## config.mk

```make
export PLATFORM = sky130hd
export DESIGN_NAME = wb_port_arbiter
export DESIGN_NICKNAME = d
export VERILOG_FILES = /design/src/rtl/wb_port_arbiter.sv
export SDC_FILE = /design/constraint.sdc
export NUM_CORES = 1
export LEC_CHECK = 0
export CAP_MARGIN = 20
export CORE_UTILIZATION = 40
export CTS_BUF_LIST = sky130_fd_sc_hd__clkbuf_4 sky130_fd_sc_hd__clkbuf_8
export DETAILED_ROUTE_END_ITERATION = 8
export MAX_ROUTING_LAYER = met4
export PLACE_DENSITY_LB_ADDON = 0.3
export SETUP_SLACK_MARGIN = 0.3
export SYNTH_ARGS = -nofsm -noshare
export SYNTH_HDL_FRONTEND = slang
export SYNTH_SLANG_ARGS = --single-unit
```

## constraint.sdc

```tcl
create_clock -name clk -period 3.35 [get_ports clk]
set_clock_uncertainty 0.05 [all_clocks]
set_input_delay 0.335 -clock clk [delete_from_list [all_inputs] [get_ports clk]]
set_output_delay 0.335 -clock clk [all_outputs]
set_load 0.005 [all_outputs]
```

## src/rtl/wb_port_arbiter.sv

```systemverilog
// Register-file write-port arbiter: pipeline writeback has priority, multi-cycle
// results queue in a small FIFO and a starvation counter forces a one-cycle stall.
module wb_port_arbiter #(
  parameter int DATA_W       = 32,
  parameter int ADDR_W       = 5,
  parameter int FIFO_DEPTH   = 2,
  parameter int STARVE_LIMIT = 4
) (
  input  logic                          clk,
  input  logic                          reset,
  input  logic                          pipe_we_mem_wb,
  input  logic [ADDR_W-1:0]             pipe_rd_mem_wb,
  input  logic [DATA_W-1:0]             pipe_data_mem_wb,
  input  logic                          mc_valid,
  input  logic [ADDR_W-1:0]             mc_rd,
  input  logic [DATA_W-1:0]             mc_data,
  output logic                          mc_ready,
  output logic                          rf_we,
  output logic [ADDR_W-1:0]             rf_waddr,
  output logic [DATA_W-1:0]             rf_wdata,
  output logic                          stall_pipe,
  output logic [$clog2(FIFO_DEPTH):0]   fifo_count
);

  localparam int PTR_W = $clog2(FIFO_DEPTH);
  localparam int CNT_W = PTR_W + 1;
  localparam int SW    = $clog2(STARVE_LIMIT + 1);

  typedef enum logic {NORMAL, FORCE} state_t;

  state_t            state;
  logic [SW-1:0]     starve;
  logic [SW-1:0]     starve_inc;
  logic [PTR_W-1:0]  wr_ptr;
  logic [PTR_W-1:0]  rd_ptr;
  logic [ADDR_W-1:0] fifo_rd   [FIFO_DEPTH];
  logic [DATA_W-1:0] fifo_data [FIFO_DEPTH];

  logic              pipe_req;
  logic              fifo_nonempty;
  logic              grant_fifo;
  logic              push;
  logic [ADDR_W-1:0] gnt_rd;
  logic [DATA_W-1:0] gnt_data;

  always_comb begin
    mc_ready      = fifo_count < CNT_W'(FIFO_DEPTH);
    stall_pipe    = (state == FORCE);
    // In FORCE pipe_req is low, so the FIFO head wins without a separate path.
    pipe_req      = pipe_we_mem_wb && (state == NORMAL);
    fifo_nonempty = (fifo_count != '0);
    grant_fifo    = !pipe_req && fifo_nonempty;
    push          = mc_valid && mc_ready;
    starve_inc    = starve + SW'(1);
    gnt_rd        = pipe_req ? pipe_rd_mem_wb   : fifo_rd[rd_ptr];
    gnt_data      = pipe_req ? pipe_data_mem_wb : fifo_data[rd_ptr];
  end

  always_ff @(posedge clk) begin
    if (push) begin
      fifo_rd[wr_ptr]   <= mc_rd;
      fifo_data[wr_ptr] <= mc_data;
    end
  end

  always_ff @(posedge clk) begin
    if (reset) begin
      state      <= NORMAL;
      starve     <= '0;
      wr_ptr     <= '0;
      rd_ptr     <= '0;
      fifo_count <= '0;
      rf_we      <= 1'b0;
      rf_waddr   <= '0;
      rf_wdata   <= '0;
    end else begin
      if (push)
        wr_ptr <= wr_ptr + PTR_W'(1);
      if (grant_fifo)
        rd_ptr <= rd_ptr + PTR_W'(1);
      fifo_count <= fifo_count + CNT_W'(push) - CNT_W'(grant_fifo);

      if (pipe_req || grant_fifo) begin
        rf_we    <= (gnt_rd != '0);
        rf_waddr <= gnt_rd;
        rf_wdata <= gnt_data;
      end else begin
        rf_we    <= 1'b0;
      end

      if (state == NORMAL) begin
        if (pipe_req && fifo_nonempty) begin
          if (starve_inc == SW'(STARVE_LIMIT)) begin
            starve <= '0;
            state  <= FORCE;
          end else begin
            starve <= starve_inc;
          end
        end else begin
          starve <= '0;
        end
      end else begin
        starve <= '0;
        state  <= NORMAL;
      end
    end
  end

endmodule

```

==> results of run 1 <==
worst max path at each step:
stage	from	end	slack [ns]	depth (start not counted)
floorplan	fifo_count[1]	fifo_data[0][0]	0.78	3
global placement	mc_valid	fifo_data[0][23]	1.05	4
detailed placement	pipe_we_mem_wb	rf_we	0.98	6
CTS	flip-flop	rf_we	1.30	4
global route	stall_pipe	rf_we	1.18	5
finish	flip-flop	rf_we	1.31	4
layer usage:
metal  wire, um  vias up  share of wire [%]
li1           -     1571                  -
met1       4404     1573                 44
met2       5060       88                 51
met3        437        7                4.4
met4         93        0               0.93
met5          0        -                  0
cell usage in the layout (no fill, tap or decap), types with 2 or more instances in the layout:
master,Yosys,routed
sky130_fd_sc_hd__edfxtp_1,74,74
sky130_fd_sc_hd__nand2_1,79,79
sky130_fd_sc_hd__nand3_1,2,2
sky130_fd_sc_hd__xnor2_1,2,2
sky130_fd_sc_hd__clkinv_4,0,3
sky130_fd_sc_hd__clkinv_2,0,3
sky130_fd_sc_hd__clkinvlp_4,0,5
sky130_fd_sc_hd__mux2_4,3,3
sky130_fd_sc_hd__clkdlybuf4s50_1,0,118
sky130_fd_sc_hd__bufinv_16,0,3
sky130_fd_sc_hd__nor2b_1,3,2
sky130_fd_sc_hd__clkbuf_8,0,17
sky130_fd_sc_hd__mux2i_1,33,33
sky130_fd_sc_hd__o211ai_1,33,33
sky130_fd_sc_hd__xor2_1,2,2
sky130_fd_sc_hd__nor2_1,9,8
sky130_fd_sc_hd__buf_4,1,5
sky130_fd_sc_hd__dfxtp_1,47,46
sky130_fd_sc_hd__mux2_1,4,4
sky130_fd_sc_hd__a21oi_1,38,38
sky130_fd_sc_hd__ha_1,3,3
report_power, final:
part	switching, mW	internal [mW]
sequential	0.141	1.84
clock	0.592	0.736
combinational	0.560	0.554
worst max-delay path, cell delays in order (launching register included):
cell                       delay [ns]
sky130_fd_sc_hd__dfxtp_2         0.81
sky130_fd_sc_hd__mux2_1          0.38
sky130_fd_sc_hd__mux2_4          0.28
sky130_fd_sc_hd__nor4_2          0.27
sky130_fd_sc_hd__a211oi_1        0.10
per-stage QoR:
step | area (sq um) | setup slack, ns | std cells
after global placement | 5962 | 1.054 | 611
after detailed placement | 5962 | 0.9848 | 611
final | 6374 | 1.308 | 643
after global routing | 6374 | 1.179 | 643
after CTS | 6374 | 1.303 | 643
after floorplan | 4654 | 0.7778 | 369
logic make-up after synthesis:
kind of cell / count (synthesis) / share of synthesized area [%]
AND/OR/NAND/NOR: 100 / 8.817
adder cells (fa/ha/maj): 3 / 0.8065
flip-flops: 121 / 67.96
multiplexers: 41 / 9.274
buffers and inverters: 26 / 2.554
XOR/XNOR: 4 / 0.7528
AO/OA/AOI/OAI: 74 / 9.839
layout make-up:
type / count / share of cell area [%]
flip-flops and latches: 121 / 49.65
inverters: 1 / 0.05889
repair buffers: 124 / 19.20
multi-input cells: 222 / 21.83
well taps: 143 / 2.807
clock inverters: 15 / 2.788
clock buffers: 17 / 3.671
state kept, by name, indices dropped and copies added (netlist names), 2 cells and up, named ones only:
| signal | flops |
|---|---|
| rf_waddr | 5 |
| fifo_rd | 10 |
| fifo_data | 64 |
| starve | 3 |
| rf_wdata | 32 |
| fifo_count | 2 |
==> impl_metrics.env, run 1 <==
export IMPL_outcome="finished clean"
export IMPL_die_area_sq_um=12070
export IMPL_cap_violations=0
export IMPL_fin_crit_ns=2.042
export IMPL_clock_insertion_delay_worst_skew_ns=0.42
export IMPL_cts_hold_repair_buffers=0
export IMPL_r2r_setup_slack_ns=1.31
export IMPL_total_power_mw=4.421
export IMPL_worst_min_delay_path_category="flip-flop to flip-flop"
export IMPL_endpoint_kind="flip-flop"
export IMPL_final_fill_count=953
export IMPL_number_of_global_route_vias_before_repair=3162
export IMPL_synthMostInstantiatedCell="sky130_fd_sc_hd__nand2_1"
export IMPL_horizontal_die_dimension_um=109.9
export IMPL_timing_max_transition_violations_final=0
export IMPL_holdPathStages=2
export IMPL_area_delta_synth_final_pct=36.94
export IMPL_hpwl_um=6729
export IMPL_netlist_area_sq_um=4654
export IMPL_buffer_ports_inserted=119
export IMPL_tritoncts_num_buffers=17
export IMPL_rsz_0062_raised_after_global_routing="no"
export IMPL_grt_busiest_layer="met2"
export IMPL_finalNetCount=568
export IMPL_worst_ep_required_time_ns=3.56
export IMPL_globalRouteMet2Util_pct=29.60
export IMPL_area_sequential_sq_um=3164
export IMPL_final_util_pct=56.06
export IMPL_postSynthCellCount=369
export IMPL_synth_top_cells_by_area="sky130_fd_sc_hd__edfxtp_1 48%, sky130_fd_sc_hd__dfxtp_1 20%, sky130_fd_sc_hd__mux2i_1 7.1%"
export IMPL_post_cts_setup_buffers=0
export IMPL_drt_wl_total_um=9994
export IMPL_max_slew_margin_rel_pct=40.96
export IMPL_global_route_usage_met1_pct=20.60
export IMPL_pleak_nw=2.222
export IMPL_gr_usage_met3_pct=4.386
export IMPL_antenna_left=0
export IMPL_synth_largest_type_area_fraction_pct=47.74
export IMPL_timing_worst_setup_path_type="flip-flop to flip-flop"
export IMPL_drt_vias_per_instance=5.037
export IMPL_max_freq_mhz=489.6
export IMPL_grt_start_max_net_pins=45
export IMPL_cts_htree_levels=4
export IMPL_grt_antenna_before_repair=0
export IMPL_first_pass_iters=4
export IMPL_main_flop_type_after_synthesis="sky130_fd_sc_hd__edfxtp_1"
export IMPL_worst_setup_hold_path_clk_slew_ns=0.07
export IMPL_worst_hold_startpoint="rf_waddr[2]"
export IMPL_post_cts_resized=0
export IMPL_yosys_warnings=0
export IMPL_unique_cell_type_count_in_the_yosys_netlist=30
export IMPL_grt_use_total_pct=17.65
export IMPL_clkSinkCount=121
export IMPL_die_h_um=109.9
export IMPL_drcViolationCount=0
export IMPL_coreArea_sq_um=11370
export IMPL_timing_hold_ws_ns=0.4017
export IMPL_fp_row_count=39
export IMPL_grt_first_pass_wirelength_um=15190
export IMPL_gp_congestion=0.7742
export IMPL_max_clock_path_buffers=2
export IMPL_synth_fp_nets=450
export IMPL_multiInputGateArea_sq_um=1391
export IMPL_via_count=3239
export IMPL_synth_top_area_cell="sky130_fd_sc_hd__edfxtp_1"
export IMPL_yosys_register_bits=121
export IMPL_final_hold_viol_count=0
export IMPL_layout_worst_path_cycle_share_pct=60.97
export IMPL_critPathMaxFanout=24
export IMPL_max_vdd_ir_drop_uv=250.8
export IMPL_fraction_of_final_layout_cells_sized_beyond_drive_strength_1_pct=10.00
export IMPL_r2r_cells=4
export IMPL_rr_endpoint="rf_we"
export IMPL_starting_density_of_the_core_pct=40.94
export IMPL_syn_area_per_cell_sq_um=12.61
export IMPL_globalRouteOverflowTotal=0
export IMPL_cell_at_the_root_of_the_clock_tree="sky130_fd_sc_hd__clkbuf_8"
export IMPL_whs_endpoint="rf_waddr[2]"
export IMPL_async_reset_ff_share_pct=0
export IMPL_drt_iter0_markers=129
export IMPL_insertedDiodeCount=0
export IMPL_yosysSeqAreaShare_pct=67.96
export IMPL_power_density_nw_per_um2=693.6
export IMPL_worst_pin_slew_ns=0.8857
export IMPL_synth_top_cells_by_count="79 x sky130_fd_sc_hd__nand2_1, 74 x sky130_fd_sc_hd__edfxtp_1, 47 x sky130_fd_sc_hd__dfxtp_1"
export IMPL_critical_path_startpoint_type="flip-flop"
export IMPL_setup_viol=0
export IMPL_synth_edff_count=74
export IMPL_tritoncts="done"
export IMPL_num_io_pins=120
export IMPL_worst_endpoint_arrival_ns=2.25
export IMPL_fin_setup_tns_ns=0
export IMPL_wl_per_cell_um=15.54
Note: power is estimated with default switching activity, not from simulation.
==> run 2: changes to the inputs <==
==> constraint.sdc (replaced) <==
create_clock -name clk -period 2.02 [get_ports clk]
set_clock_uncertainty 0.05 [all_clocks]
set_input_delay 0.202 -clock clk [delete_from_list [all_inputs] [get_ports clk]]
set_output_delay 0.202 -clock clk [all_outputs]
set_load 0.005 [all_outputs]
==> run 2 against run 1 <==
Final cell count grew 1.1%. Combinational power rose by 78%. Sequential share of layout area down 0.69 points. Die area is the same. Flip-flop and latch count unchanged. Wire length fell by 1.4%. First-iteration DRC count rose by 10%. Largest cell class unchanged. Total power is 69% higher. Non-clock buffer count grew 7. Hold slack got worse by 0.23 ns. Highest routed layer unchanged. Largest power group unchanged. Critical path depth decreased by 3.
==> impl_metrics.env, run 2 (synthesis gave the netlist of run 1 again) <==
export IMPL_outcome="finished clean"
export IMPL_final_fill_count=950
export IMPL_fin_crit_ns=1.618
export IMPL_crit_path_top_delay_cell="sky130_fd_sc_hd__clkdlybuf4s50_1"
export IMPL_worst_min_delay_path_category="input port to flip-flop"
export IMPL_timing_critical_path_max_delay_family="buffers and inverters"
export IMPL_grt_antenna_before_repair=0
export IMPL_die_h_um=109.9
export IMPL_power_switching_fraction_pct=29.11
export IMPL_rsz_0062_raised_after_global_routing="no"
export IMPL_max_slew_margin_rel_pct=70.26
export IMPL_fin_setup_tns_ns=0
export IMPL_layout_worst_path_cycle_share_pct=80.11
export IMPL_die_area_sq_um=12070
export IMPL_drt_vias_per_instance=5.034
export IMPL_worst_endpoint_arrival_ns=1.37
export IMPL_most_common_library_cell_in_the_layout_ignoring_fill_and_taps="sky130_fd_sc_hd__clkdlybuf4s50_1"
export IMPL_final_util_pct=56.87
export IMPL_tritoncts="done"
export IMPL_clock_power_share_pct=30.4
export IMPL_coreArea_sq_um=11370
export IMPL_post_cts_setup_buffers=0
export IMPL_power_switching_mw=2.176
export IMPL_pleak_nw=2.277
export IMPL_grt_use_total_pct=17.59
export IMPL_area_delta_synth_final_pct=38.92
export IMPL_hpwl_um=6688
export IMPL_seq_power_share_pct=43.1
export IMPL_timing_max_transition_violations_final=0
export IMPL_gp_congestion=0.7737
export IMPL_timing_worst_setup_path_type="flip-flop to output pin"
export IMPL_clock_insertion_delay_worst_skew_ns=0.42
export IMPL_layout_cells_most_common_list="118 x sky130_fd_sc_hd__clkdlybuf4s50_1, 79 x sky130_fd_sc_hd__nand2_1, 74 x sky130_fd_sc_hd__edfxtp_1"
export IMPL_starting_density_of_the_core_pct=40.94
export IMPL_grt_first_pass_wirelength_um=15270
export IMPL_layout_top_registers="fifo_data x64, rf_wdata x32, fifo_rd x10"
export IMPL_worst_setup_hold_path_clk_slew_ns=0.08
export IMPL_largest_register_ff_count=64
export IMPL_max_vdd_ir_drop_uv=593.3
export IMPL_critical_path_startpoint_type="flip-flop"
export IMPL_comb_power_share_pct=26.5
export IMPL_drt_wl_total_um=9851
export IMPL_via_count=3272
export IMPL_drcViolationCount=0
export IMPL_p_int_mw=5.300
export IMPL_num_io_pins=120
export IMPL_worst_pin_slew_ns=0.4461
export IMPL_critical_path_buf_inv_count=1
export IMPL_worst_ep_required_time_ns=1.77
export IMPL_max_clock_path_buffers=2
export IMPL_clkSinkCount=121
export IMPL_number_of_global_route_vias_before_repair=3229
export IMPL_fp_row_count=39
export IMPL_endpoint_kind="output pin"
export IMPL_grt_start_max_net_pins=38
export IMPL_critPathMaxFanout=3
export IMPL_cap_violations=0
export IMPL_horizontal_die_dimension_um=109.9
export IMPL_tritoncts_num_buffers=17
export IMPL_cell_at_the_root_of_the_clock_tree="sky130_fd_sc_hd__clkbuf_8"
export IMPL_cts_htree_levels=4
export IMPL_insertedDiodeCount=0
export IMPL_path_cells="clkdlybuf4s50_1"
export IMPL_max_freq_mhz=617.9
export IMPL_finalNetCount=575
export IMPL_antenna_left=0
export IMPL_final_hold_viol_count=0
export IMPL_globalRouteOverflowTotal=0
export IMPL_buffer_ports_inserted=119
export IMPL_wl_per_cell_um=15.16
export IMPL_setup_viol=0
export IMPL_power_density_nw_per_um2=1156
export IMPL_critical_path_max_stage_delay_ns=0.54
export IMPL_registers_top_by_ff_count="fifo_data"
export IMPL_first_pass_iters=4
export IMPL_fraction_of_final_layout_cells_sized_beyond_drive_strength_1_pct=11.44
export IMPL_drt_iter0_markers=142
-- run 2: final timing paths --
kind	startpoint	endpoint	cells after the start	slack [ns]
max	stall_pipe	stall_pipe	1	0.40
min	reset	rf_wdata[1]	2	0.17
max reg2reg	flip-flop	rf_we	4	0.46
min reg2reg	rf_waddr[4]	rf_waddr[4]	2	0.40
-- run 2: routing by layer --
metal | share of wire [%] | GRT usage [%] | routed length, um
met1 | 45 | 20.93 | 4390
met2 | 48 | 28.48 | 4775
met5 | 0 | - | 0
met3 | 5.3 | 4.209 | 524
met4 | 1.6 | 7.524 | 160
-- run 2: cell type report --
type | count | area, sq um | area share [%]
flip-flops and latches | 121 | 3166 | 48.96
multi-input cells | 222 | 1391 | 21.52
repair buffers | 131 | 1301 | 20.12
clock buffers | 19 | 255.2 | 3.947
well taps | 143 | 178.9 | 2.767
clock inverters | 13 | 170.2 | 2.632
inverters | 1 | 3.754 | 0.05805
-- run 2: stage by stage --
| step | cell area (sq um) | setup WS [ns] | hold slack [ns] | power (mW) | std cells |
|---|---|---|---|---|---|
| after detailed placement | 6040 | 0.2522 | 0.3948 | 5.270 | 618 |
| after global routing | 6466 | 0.3402 | 0.1797 | 7.879 | 650 |
| final | 6466 | 0.4017 | 0.1704 | 7.476 | 650 |
| after floorplan | 4663 | 0.4504 | 0.2509 | 4.434 | 369 |
| after global placement | 6040 | 0.3122 | 0.3847 | 5.231 | 618 |
| after CTS | 6465 | 0.3360 | 0.1542 | 7.544 | 650 |
-- run 2: power by group through the flow --
stage / Sequential (mW) / Clock, mW / Combinational [mW]
finish: 3.22 / 2.27 / 1.98
global route: 3.26 / 2.43 / 2.19
CTS: 3.22 / 2.32 / 2.00
detailed placement: 3.27 / 0 / 2.00
global placement: 3.26 / 0 / 1.97
floorplan: 3.24 / 0 / 1.19
-- run 2: repair_timing --
item	CTS	global route
gates resized for setup	0	1
hold buffers	0	0
setup endpoints to repair	0	1
==> run 3: changes to the inputs <==
==> constraint.sdc (replaced) <==
create_clock -name clk -period 1.56 [get_ports clk]
set_clock_uncertainty 0.05 [all_clocks]
set_input_delay 0.156 -clock clk [delete_from_list [all_inputs] [get_ports clk]]
set_output_delay 0.156 -clock clk [all_outputs]
set_load 0.005 [all_outputs]
==> run 3 against run 2 <==
Flip-flop and latch count unchanged. Utilization rose by 8.4 points. Total power up 63%. Hold slack better by 0.052 ns. Die area unchanged. Sequential share of layout area shrank 5.9 points. First-iteration DRC count increased by 34%. Setup slack got worse by 0.34 ns. Critical path depth increased by 3. Critical endpoint is now rf_we. Largest power group is now combinational logic.
==> impl_metrics.env, run 3 (synthesis gave the netlist of run 1 again) <==
export IMPL_max_vdd_ir_drop_uv=1039
export IMPL_worst_setup_hold_path_clk_slew_ns=0.07
export IMPL_grt_first_pass_wirelength_um=17740
export IMPL_timing_worst_setup_path_type="flip-flop to flip-flop"
export IMPL_final_fill_count=870
export IMPL_clock_insertion_delay_worst_skew_ns=0.43
export IMPL_critPathMaxFanout=6
export IMPL_hpwl_um=7001
export IMPL_cap_violations=0
export IMPL_dp_cells=626
export IMPL_critical_path_startpoint_type="flip-flop"
export IMPL_globalRouteOverflowTotal=0
export IMPL_pleak_nw=2.822
export IMPL_finalInstanceArea_sq_um=7417
export IMPL_final_hold_viol_count=0
export IMPL_die_area_sq_um=12070
export IMPL_max_freq_mhz=667.4
export IMPL_final_util_pct=65.24
export IMPL_largest_register_ff_count=64
export IMPL_grt_use_total_pct=21.07
export IMPL_total_power_mw=12.20
export IMPL_endpoint_kind="flip-flop"
export IMPL_cts_htree_levels=4
export IMPL_wl_per_cell_um=17.64
export IMPL_coreArea_sq_um=11370
export IMPL_starting_density_of_the_core_pct=40.94
export IMPL_number_of_global_route_vias_before_repair=3521
export IMPL_power_density_nw_per_um2=1645
export IMPL_worst_min_delay_path_category="input port to flip-flop"
export IMPL_drt_wl_total_um=12280
export IMPL_worst_pin_slew_ns=0.2887
export IMPL_fp_row_count=39
export IMPL_tritoncts="done"
export IMPL_setup_viol=0
export IMPL_area_sequential_sq_um=3196
export IMPL_layout_cells_most_common_list="76 x sky130_fd_sc_hd__clkdlybuf4s50_1, 74 x sky130_fd_sc_hd__nand2_1, 74 x sky130_fd_sc_hd__edfxtp_1"
export IMPL_via_count=3538
export IMPL_clkSinkCount=121
export IMPL_timing_max_transition_violations_final=0
export IMPL_final_non_filler_cell_total=696
export IMPL_die_h_um=109.9
export IMPL_rsz_0062_raised_after_global_routing="yes"
export IMPL_horizontal_die_dimension_um=109.9
export IMPL_buffer_ports_inserted=119
export IMPL_multiInputGateArea_sq_um=1498
export IMPL_worst_endpoint_arrival_ns=1.76
export IMPL_grt_antenna_before_repair=0
export IMPL_layout_top_registers="fifo_data x64, rf_wdata x32, fifo_rd x10"
export IMPL_most_common_library_cell_in_the_layout_ignoring_fill_and_taps="sky130_fd_sc_hd__clkdlybuf4s50_1"
export IMPL_antenna_left=0
export IMPL_finalNetCount=621
export IMPL_tritoncts_num_buffers=17
export IMPL_registers_top_by_ff_count="fifo_data"
export IMPL_fin_setup_tns_ns=0
export IMPL_place_ws_ns=-0.1567
export IMPL_drt_vias_per_instance=5.083
export IMPL_layout_worst_path_cycle_share_pct=96.05
export IMPL_fraction_of_final_layout_cells_sized_beyond_drive_strength_1_pct=25.32
export IMPL_drt_iter0_markers=190
export IMPL_max_slew_margin_rel_pct=80.20
export IMPL_post_route_worst_setup_slack_ns=0.06161
export IMPL_num_io_pins=120
export IMPL_insertedDiodeCount=0
export IMPL_fin_crit_ns=1.498
export IMPL_grt_start_max_net_pins=25
export IMPL_timing_hold_ws_ns=0.2220
export IMPL_gp_congestion=0.7583
export IMPL_first_pass_iters=4
export IMPL_outcome="finished clean"
export IMPL_area_delta_synth_final_pct=59.35
export IMPL_max_clock_path_buffers=2
export IMPL_worst_ep_required_time_ns=1.82
export IMPL_cell_at_the_root_of_the_clock_tree="sky130_fd_sc_hd__clkbuf_8"
export IMPL_placedInstanceArea_sq_um=6183
export IMPL_drcViolationCount=0
[run 3: cell count changes in the layout (fill, tap and decap cells not counted), moves of 6 or more]
cell                              before  now
sky130_fd_sc_hd__buf_12                2   13
sky130_fd_sc_hd__buf_16                0    8
sky130_fd_sc_hd__buf_4                10   16
sky130_fd_sc_hd__buf_6                 0   10
sky130_fd_sc_hd__clkbuf_16             0    7
sky130_fd_sc_hd__clkdlybuf4s15_1       0   23
sky130_fd_sc_hd__clkdlybuf4s50_1     118   76
sky130_fd_sc_hd__dfxtp_1              45   27
sky130_fd_sc_hd__dfxtp_2               2   17
sky130_fd_sc_hd__dlygate4sd2_1         0   13
[run 3: area by class of cell]
class / count / share of cell area, %
multi-input combinational: 222 / 20.19
inverter: 1 / 0.1181
sequential: 121 / 43.08
clock inverter: 10 / 1.670
timing repair buffer: 177 / 28.69
clock buffer: 22 / 3.829
tap: 143 / 2.412
[run 3: path summary, 6_finish.rpt]
check	slack, ns	to	start	cells past startpoint
worst max-delay path	0.06	rf_we	flip-flop	4
worst min-delay path	0.22	rf_wdata[3]	pipe_data_mem_wb[3]	3
worst max register to register	0.06	rf_we	flip-flop	4
worst min register to register	0.40	rf_waddr[0]	rf_waddr[0]	2
[run 3: worst max-delay path: stages (launching register included)]
cell and delay (ns):
sky130_fd_sc_hd__dfxtp_4 0.39, sky130_fd_sc_hd__mux2_4 0.30, sky130_fd_sc_hd__mux2_4 0.28, sky130_fd_sc_hd__nor4_4 0.26, sky130_fd_sc_hd__a211oi_1 0.10
[run 3: power breakdown]
| group | total [mW] | internal (mW) | leakage (nW) | switching [mW] |
|---|---|---|---|---|
| sequential | 4.21 | 3.98 | 1.09 | 0.233 |
| combinational | 5.11 | 3.07 | 1.52 | 2.05 |
| clock | 2.88 | 1.70 | 0.218 | 1.18 |
[run 3: metal layers]
layer  wire length [um]  GRT usage (%)  vias to the layer above
met1               5184          24.82                     1719
li1                   -              -                     1691
met3                644          6.343                       16
met2               6264          34.06                      112
met5                  0              -                        -
met4                182          7.714                        0
[run 3: timing repair]
item                                    4_1_cts  5_1_grt
resized for setup                            89       54
gates cloned                                 10        7
hold endpoints to repair                      2        0
hold buffers                                  1        0
endpoints found under the setup margin       86      151
pin swaps                                    17       13
buffers inserted                             14        6
